[src/rtl/fetch_decode_queue.sv]
// Fetch-to-decode instruction queue: buffers {instr, pcs}, stops fetch on full or pending HLT,
// flushes on taken branch. Optional perf counters are built when FDQ_PERF_COUNTERS_EN is defined.
module fetch_decode_queue #(
  parameter int unsigned DEPTH   = 2,
  parameter logic [3:0]  HLT_OPC = 4'hF
) (
  input  logic                       clk,
  input  logic                       rst,
  input  logic [15:0]                f_instr,
  input  logic [15:0]                f_pcs,
  input  logic                       f_valid,
  output logic                       f_stop,
  input  logic                       d_ready,
  output logic                       d_valid,
  output logic [15:0]                d_instr,
  output logic [15:0]                d_pcs,
  input  logic                       flush,
  output logic                       halt_out,
`ifdef FDQ_PERF_COUNTERS_EN
  output logic [15:0]                stall_cycles,
  output logic [15:0]                flush_count,
  output logic [15:0]                bubble_cycles,
`endif
  output logic [$clog2(DEPTH):0]     count
);

  localparam int unsigned PtrW = $clog2(DEPTH);
  localparam int unsigned CntW = PtrW + 1;

  logic [31:0]     mem_q [DEPTH];
  logic [PtrW-1:0] rd_ptr_q, rd_ptr_d;
  logic [PtrW-1:0] wr_ptr_q, wr_ptr_d;
  logic [CntW-1:0] count_q, count_d;
  logic            halt_pending_q, halt_pending_d;
  logic            halt_out_q, halt_out_d;

  logic        empty, full, enq, deq, in_hlt, head_hlt;
  logic [31:0] head;

  assign head     = mem_q[rd_ptr_q];
  assign empty    = (count_q == '0);
  assign full     = (count_q == CntW'(DEPTH));
  // Registered state only, so fetch never sees a path from d_ready or flush.
  assign f_stop   = full | halt_pending_q | halt_out_q;
  assign enq      = f_valid & ~f_stop & ~flush;
  assign deq      = d_valid & d_ready & ~flush;
  assign in_hlt   = (f_instr[15:12] == HLT_OPC);
  assign head_hlt = (head[31:28] == HLT_OPC);

  assign d_valid  = ~empty;
  assign d_instr  = d_valid ? head[31:16] : 16'h0000;
  assign d_pcs    = d_valid ? head[15:0] : 16'h0000;
  assign halt_out = halt_out_q;
  assign count    = count_q;

  always_comb begin
    rd_ptr_d       = rd_ptr_q;
    wr_ptr_d       = wr_ptr_q;
    count_d        = count_q;
    halt_pending_d = halt_pending_q;
    halt_out_d     = halt_out_q;
    if (flush) begin
      rd_ptr_d       = wr_ptr_q;
      count_d        = '0;
      halt_pending_d = 1'b0;
    end else begin
      if (enq) begin
        wr_ptr_d = wr_ptr_q + PtrW'(1);
        if (in_hlt) halt_pending_d = 1'b1;
      end
      if (deq) begin
        rd_ptr_d = rd_ptr_q + PtrW'(1);
        // At most one HLT can be queued, since it blocks later enqueues.
        if (head_hlt) begin
          halt_out_d     = 1'b1;
          halt_pending_d = 1'b0;
        end
      end
      if (enq && !deq)      count_d = count_q + CntW'(1);
      else if (deq && !enq) count_d = count_q - CntW'(1);
    end
  end

  always_ff @(posedge clk or negedge rst) begin
    if (!rst) begin
      rd_ptr_q       <= '0;
      wr_ptr_q       <= '0;
      count_q        <= '0;
      halt_pending_q <= 1'b0;
      halt_out_q     <= 1'b0;
    end else begin
      rd_ptr_q       <= rd_ptr_d;
      wr_ptr_q       <= wr_ptr_d;
      count_q        <= count_d;
      halt_pending_q <= halt_pending_d;
      halt_out_q     <= halt_out_d;
    end
  end

  // Entries are not reset; count==0 guarantees stale data is never presented.
  always_ff @(posedge clk) begin
    if (enq) mem_q[wr_ptr_q] <= {f_instr, f_pcs};
  end

`ifdef FDQ_PERF_COUNTERS_EN
  logic [15:0] stall_q, stall_d, flushc_q, flushc_d, bubble_q, bubble_d;

  always_comb begin
    stall_d  = stall_q;
    flushc_d = flushc_q;
    bubble_d = bubble_q;
    if (f_valid && f_stop && stall_q != 16'hFFFF)         stall_d  = stall_q + 16'd1;
    if (flush && !empty && flushc_q != 16'hFFFF)          flushc_d = flushc_q + 16'd1;
    if (!d_valid && !halt_out_q && bubble_q != 16'hFFFF)  bubble_d = bubble_q + 16'd1;
  end

  always_ff @(posedge clk or negedge rst) begin
    if (!rst) begin
      stall_q  <= '0;
      flushc_q <= '0;
      bubble_q <= '0;
    end else begin
      stall_q  <= stall_d;
      flushc_q <= flushc_d;
      bubble_q <= bubble_d;
    end
  end

  assign stall_cycles  = stall_q;
  assign flush_count   = flushc_q;
  assign bubble_cycles = bubble_q;
`endif

endmodule

[config.mk]
export PLATFORM = sky130hd
export DESIGN_NAME = fetch_decode_queue
export DESIGN_NICKNAME = d
export VERILOG_FILES = /design/src/rtl/fetch_decode_queue.sv
export SDC_FILE = /design/constraint.sdc
export NUM_CORES = 1
export LEC_CHECK = 0
export ABC_AREA = 0
export BUFFER_PORTS_ARGS = -buffer_cell sky130_fd_sc_hd__buf_2
export CAP_MARGIN = 20
export CORE_UTILIZATION = 45
export CTS_CLUSTER_DIAMETER = 80
export DETAILED_ROUTE_END_ITERATION = 8
export PLACE_DENSITY_LB_ADDON = 0.1
export SYNTH_ARGS = -nofsm -noshare
export SYNTH_HDL_FRONTEND = slang
export SYNTH_SLANG_ARGS = --single-unit
[constraint.sdc]
create_clock -name clk -period 3.6 [get_ports clk]
set_input_delay 0 -clock clk [delete_from_list [all_inputs] [get_ports clk]]
set_output_delay 0 -clock clk [all_outputs]
set_load 0.005 [all_outputs]
; ---- Word level (Yosys, flattened, before mapping)
; Memory sizes are Yosys's and may differ from the RTL's.
; Cells that the tools add are included.
[totals]
regBits = 6
ram_bits = 64
memories = 1
[op_classes]
addsub = 4
n_eq_ne = 3
mux = 14
bitwise_logic = 9
reduce_logical = 9
[memory_table]
columns = name, depth, width, read_ports, rd_clocked_by_memory_dff, wr, line_no
row1 = mem_q, 2, 32, 1, 0, 1, 30  ; logic [31:0] mem_q [DEPTH];
[ops]
columns = op, count
row1 = $mux W16, 2
row2 = $mux W1, 9
row3 = $eq A4 B4 Y1 const B, 2
row4 = $mux W2, 3
row5 = $and A1 B1 Y1, 4
row6 = $not A1 Y1, 3
row7 = $reduce_and A3 Y1, 1
row8 = $reduce_bool A3 Y1, 1
row9 = $add A1 B1 Y1 const B, 2
row10 = $add A2 B1 Y2 const B, 1
row11 = $eq A2 B2 Y1 const B, 1
row12 = $logic_and A1 B1 Y1, 2
row13 = $logic_not A1 Y1, 2
row14 = $logic_not A2 Y1, 1
row15 = $or A1 B1 Y1, 2
row16 = $reduce_and A2 Y1, 1
row17 = $reduce_bool A2 Y1, 1
row18 = $sub A2 B1 Y2 const B, 1

; ---- Longest topological paths before layout
[logic_depth]
depth_word = 11
depth_mapped = 5
ltp_nobuf = 5

; ---- Least setup slack after synthesis
; OpenSTA, ideal clock, no wires.
[synth_timing]
kind = reg-to-reg
startpoint = register count_q[0] (netlist: count[0])
endpoint = memory mem_q[0][0] (enable)
setup_time_ns = 0.421
arrival_time_ns = 2.168
required_time_ns = 3.179
path_slack_ns = 1.011
path_stages_with_launch = 4
path_buffers = 0
cell_sequence = dfrtp_1 nand2b_4 nand4_2 nor2_1
[synth_via]
elab_chain_cells = 8
[synth_rtl]
columns = element, line_no
row1 = from (decl), 33  ; logic [CntW-1:0] count_q, count_d;
row2 = from (signal assigned), 94  ; count_q <= count_d;
row3 = $eq A2 B2 Y1, 42  ; assign full = (count_q == CntW'(DEPTH));
row4 = $or A1 B1 Y1 (2 in series), 44  ; assign f_stop = full | halt_pending_q | halt_out_q;
row5 = $not A1 Y1, 45  ; assign enq = f_valid & ~f_stop & ~flush;
row6 = $and A1 B1 Y1 (2 in series), 45
row7 = $mux W1, 102  ; if (enq) mem_q[wr_ptr_q] <= {f_instr, f_pcs};
row8 = $mux W1 (not written as such), 102
row9 = to (decl), 30
; Every way passes these cells.

; ---- Worst setup path in the final report
[layout_timing]
startpoint = register count_q[0] (netlist: count[0])
endpoint = memory mem_q[1][15] (enable)
; The elaborated chain is that of the path after synthesis.

==> results.yml <==
floorplan:
  io_pins: 74
  die_width_um: 80.27
  die_area_sq_um: 6442
  start_util_pct: 46.56
  die_h_um: 80.27
  rows: 28
  coreArea_sq_um: 5921
sta:
  slew_violations: 0
  hold_violations: 0
  worst_pin_slew_ns: 1.003
  setup_tns_ns: 0
  relSlewSlack_pct: 33.16
  period_needed_ns: 2.110
  skew_ns: 0.008052
  finalCritPeriodShare_pct: 58.61
  rsz0062_at_grt: "false"
  setup_viol: 0
  fmax_ghz: 0.4740
synth:
  synth_top_area_cell: "edfxtp_1"
  syn_inst: 177
  synth_top_family_by_area: "multiplexers"
  synthSimpleGateAreaFrac_pct: 9.260
  yosys_register_bits: 70
  synth-main-ff-cell: "edfxtp_1"
  ys.warnings.count: 0
  synth.area.mux_share_pct: 11.98
  ys_async_sr_fraction_pct: 8.571
  synth_nets: 214
  syn_area_sq_um: 2756
  synth-edff-count: 64
  synthAdderAreaFrac_pct: 0
  avgSynthCellArea_sq_um: 15.57
  synth_compound_area_share_pct: 0.9532
  ys_seq_area_share_pct: 75.17
  synth_xor_area_share_pct: 0.9532
  synth.area.top_cells: "edfxtp_1 (70%), mux2i_1 (12%), dfrtp_1 (5.4%)"
  synth.distinct_cells: 25
  yosys.area.top_type_share_pct: 69.72
power:
  peakVddDrop_uv: 430.4
  leakage_uw: 0.001550
  powerDensity_nw_per_um2: 554.6
finish:
  diodes: 0
  fin_nets: 326
  layout_commonest_cell: "buf_2"
  drive_above_1_share_pct: 31.63
  most-common-layout-cells: "buf_2 (73), edfxtp_1 (64), nor2_1 (35)"
  multi_input_area_sq_um: 655.6
  syn2layout_area_growth_pct: 35.41
  seq_area_sq_um: 2073
  fin_util_pct: 63.04
  num-fill-cells: 465
worst_setup_path:
  cpMaxStageDelayCell: "nor2_4"
  cp_num_buf_inv: 0
  crit_path_start: "count[0]$_DFFE_PN0P_"
  rr_endpoint: "mem_q[1][15]$_DFFE_PP_"
  end_kind: "register"
  crit_required_ns: 3.55
  worstRegToRegCells: 3
  worstSetupPathType: "register to register"
  reg2reg_from: "count[0]$_DFFE_PN0P_"
  start_kind: "register"
  endpoint: "mem_q[1][15]$_DFFE_PP_"
  critPathMaxFanout: 32
  critPathTopFamily: "simple AND/OR/NAND/NOR gates"
  max_stage_delay_ns: 0.79
  ff2ff_setup_slack_ns: 1.49
  cp_cell_sequence: "nand2b_4 -> nand4_2 -> nor2_4"
  cp.arrival_ns: 2.06
  worst-path-stages: 3
clock_tree:
  cts_tree: "yes"
  clockBufferDepth: 2
  cts.clk_slew.worst_paths_ns: 0.07
  cts_inserted_buffers: 9
  htreeDepth: 3
  clock_latency_ns: 0.33
  clkSinkCount: 70
  root_buffer: "clkbuf_8"
run:
  maxCapViolations: 0
grt:
  grt_pass1_wl_mm: 7.672
  grt_pass1_vias: 1702
  overflow: 0
  grt_max_degree: 36
  grt.total_usage_pct: 16.88
  antenna_found_initial: 0
routing:
  routed_via_density: 4.802
  post_drt_wl_per_cell_um: 13.31
  drc: 0
  firstDrtPassIters: 4
  drtIter0Drc: 81
  routed-via-count: 1772
  wirelength_mm: 4.911
  ant_nets: 0
status:
  status: "completed"
placement:
  hpwl_mm: 2.937
  gp_congestion: 0.6761
  io_buffers: 73
hold_path:
  hold_path.class: "input port to async pin"
==> stage by stage <==
stage / power, uW / cell area (sq um) / hold WS [ns] / setup WS, ns / std cells
after floorplan: 1341 / 2756 / -0.2956 / 1.011 / 177
after global placement: 1488 / 3211 / -0.1672 / 1.502 / 319
after detailed placement: 1493 / 3211 / -0.1672 / 1.446 / 319
after CTS: 2096 / 3732 / 0.008291 / 1.421 / 369
after global routing: 2177 / 3732 / 0.02536 / 1.281 / 369
final: 2070 / 3732 / 0.02054 / 1.490 / 369
==> power breakdown <==
part           switching (uW)  internal [uW]
Combinational             177            213
Clock                     261            314
Sequential                113            992
Total                     551           1520
==> registers in the layout (all words and copies together), names as in the netlist <==
| register | cells |
|---|---|
| halt_pending_q | 1 |
| mem_q | 64 |
| count | 2 |
| wr_ptr_q | 1 |
| rd_ptr_q | 1 |
| halt_out | 1 |
==> synthesized netlist by cell type, types with 2 or more instances <==
| library cell | n |
|---|---|
| nand2_1 | 5 |
| nand3_1 | 3 |
| clkbuf_1 | 3 |
| edfxtp_1 | 64 |
| nor2_1 | 38 |
| mux2i_1 | 33 |
| nand4_1 | 2 |
| inv_1 | 3 |
| buf_2 | 4 |
| xor2_1 | 2 |
| dfrtp_1 | 6 |
==> layout make-up <==
class                           instances  area share (%)
Multi-Input combinational cell         96           17.57
Sequential cell                        70           55.55
Timing Repair Buffer                  108           19.11
Tap cell                               75           2.514
Clock inverter                          5           1.341
Clock buffer                           11           3.520
Inverter                                4          0.4023
==> worst min-delay path by stage <==
stage,end,slack [ns],cells past startpoint
after floorplan,count[0]$_DFFE_PN0P_,-0.30,0
after global placement,halt_out$_DFFE_PN0P_,-0.17,1
after detailed placement,halt_out$_DFFE_PN0P_,-0.17,1
after CTS,halt_pending_q$_DFF_PN0_,0.008,2
after global routing,count[1]$_DFFE_PN0P_,0.03,2
final,count[1]$_DFFE_PN0P_,0.02,2
==> repair_timing <==
item                                    in CTS  in global routing
hold buffers                                34                  0
resized for setup                            0                  0
setup buffers                                0                  0
endpoints found under the hold margin       72                  0
endpoints found under the setup margin       0                  0
==> metal layers <==
metal	part of all wire, %	up-vias	track usage, %
li1	-	869	-
met1	43	830	18.43
met2	49	62	28.89
met3	5.4	11	4.432
met4	2.4	0	11.07
met5	0	-	0
==> logic make-up (layout without fill, tap and decap cells) <==
| family | Yosys count | after routing |
|---|---|---|
| buffers and inverters | 11 | 128 |
| and+or+nand+nor | 56 | 56 |
| DFF | 70 | 70 |
| xor gates and xnor gates | 3 | 3 |
| AOI/OAI and AO/OA | 4 | 4 |
| muxes | 33 | 33 |
==> worst reg2reg max path: cells and delay by family, from the launching register on <==
family | cells | cell delay, ns
flops | 1 | 0.46
simple gates | 3 | 1.25
(Power assumes the default switching activity.)
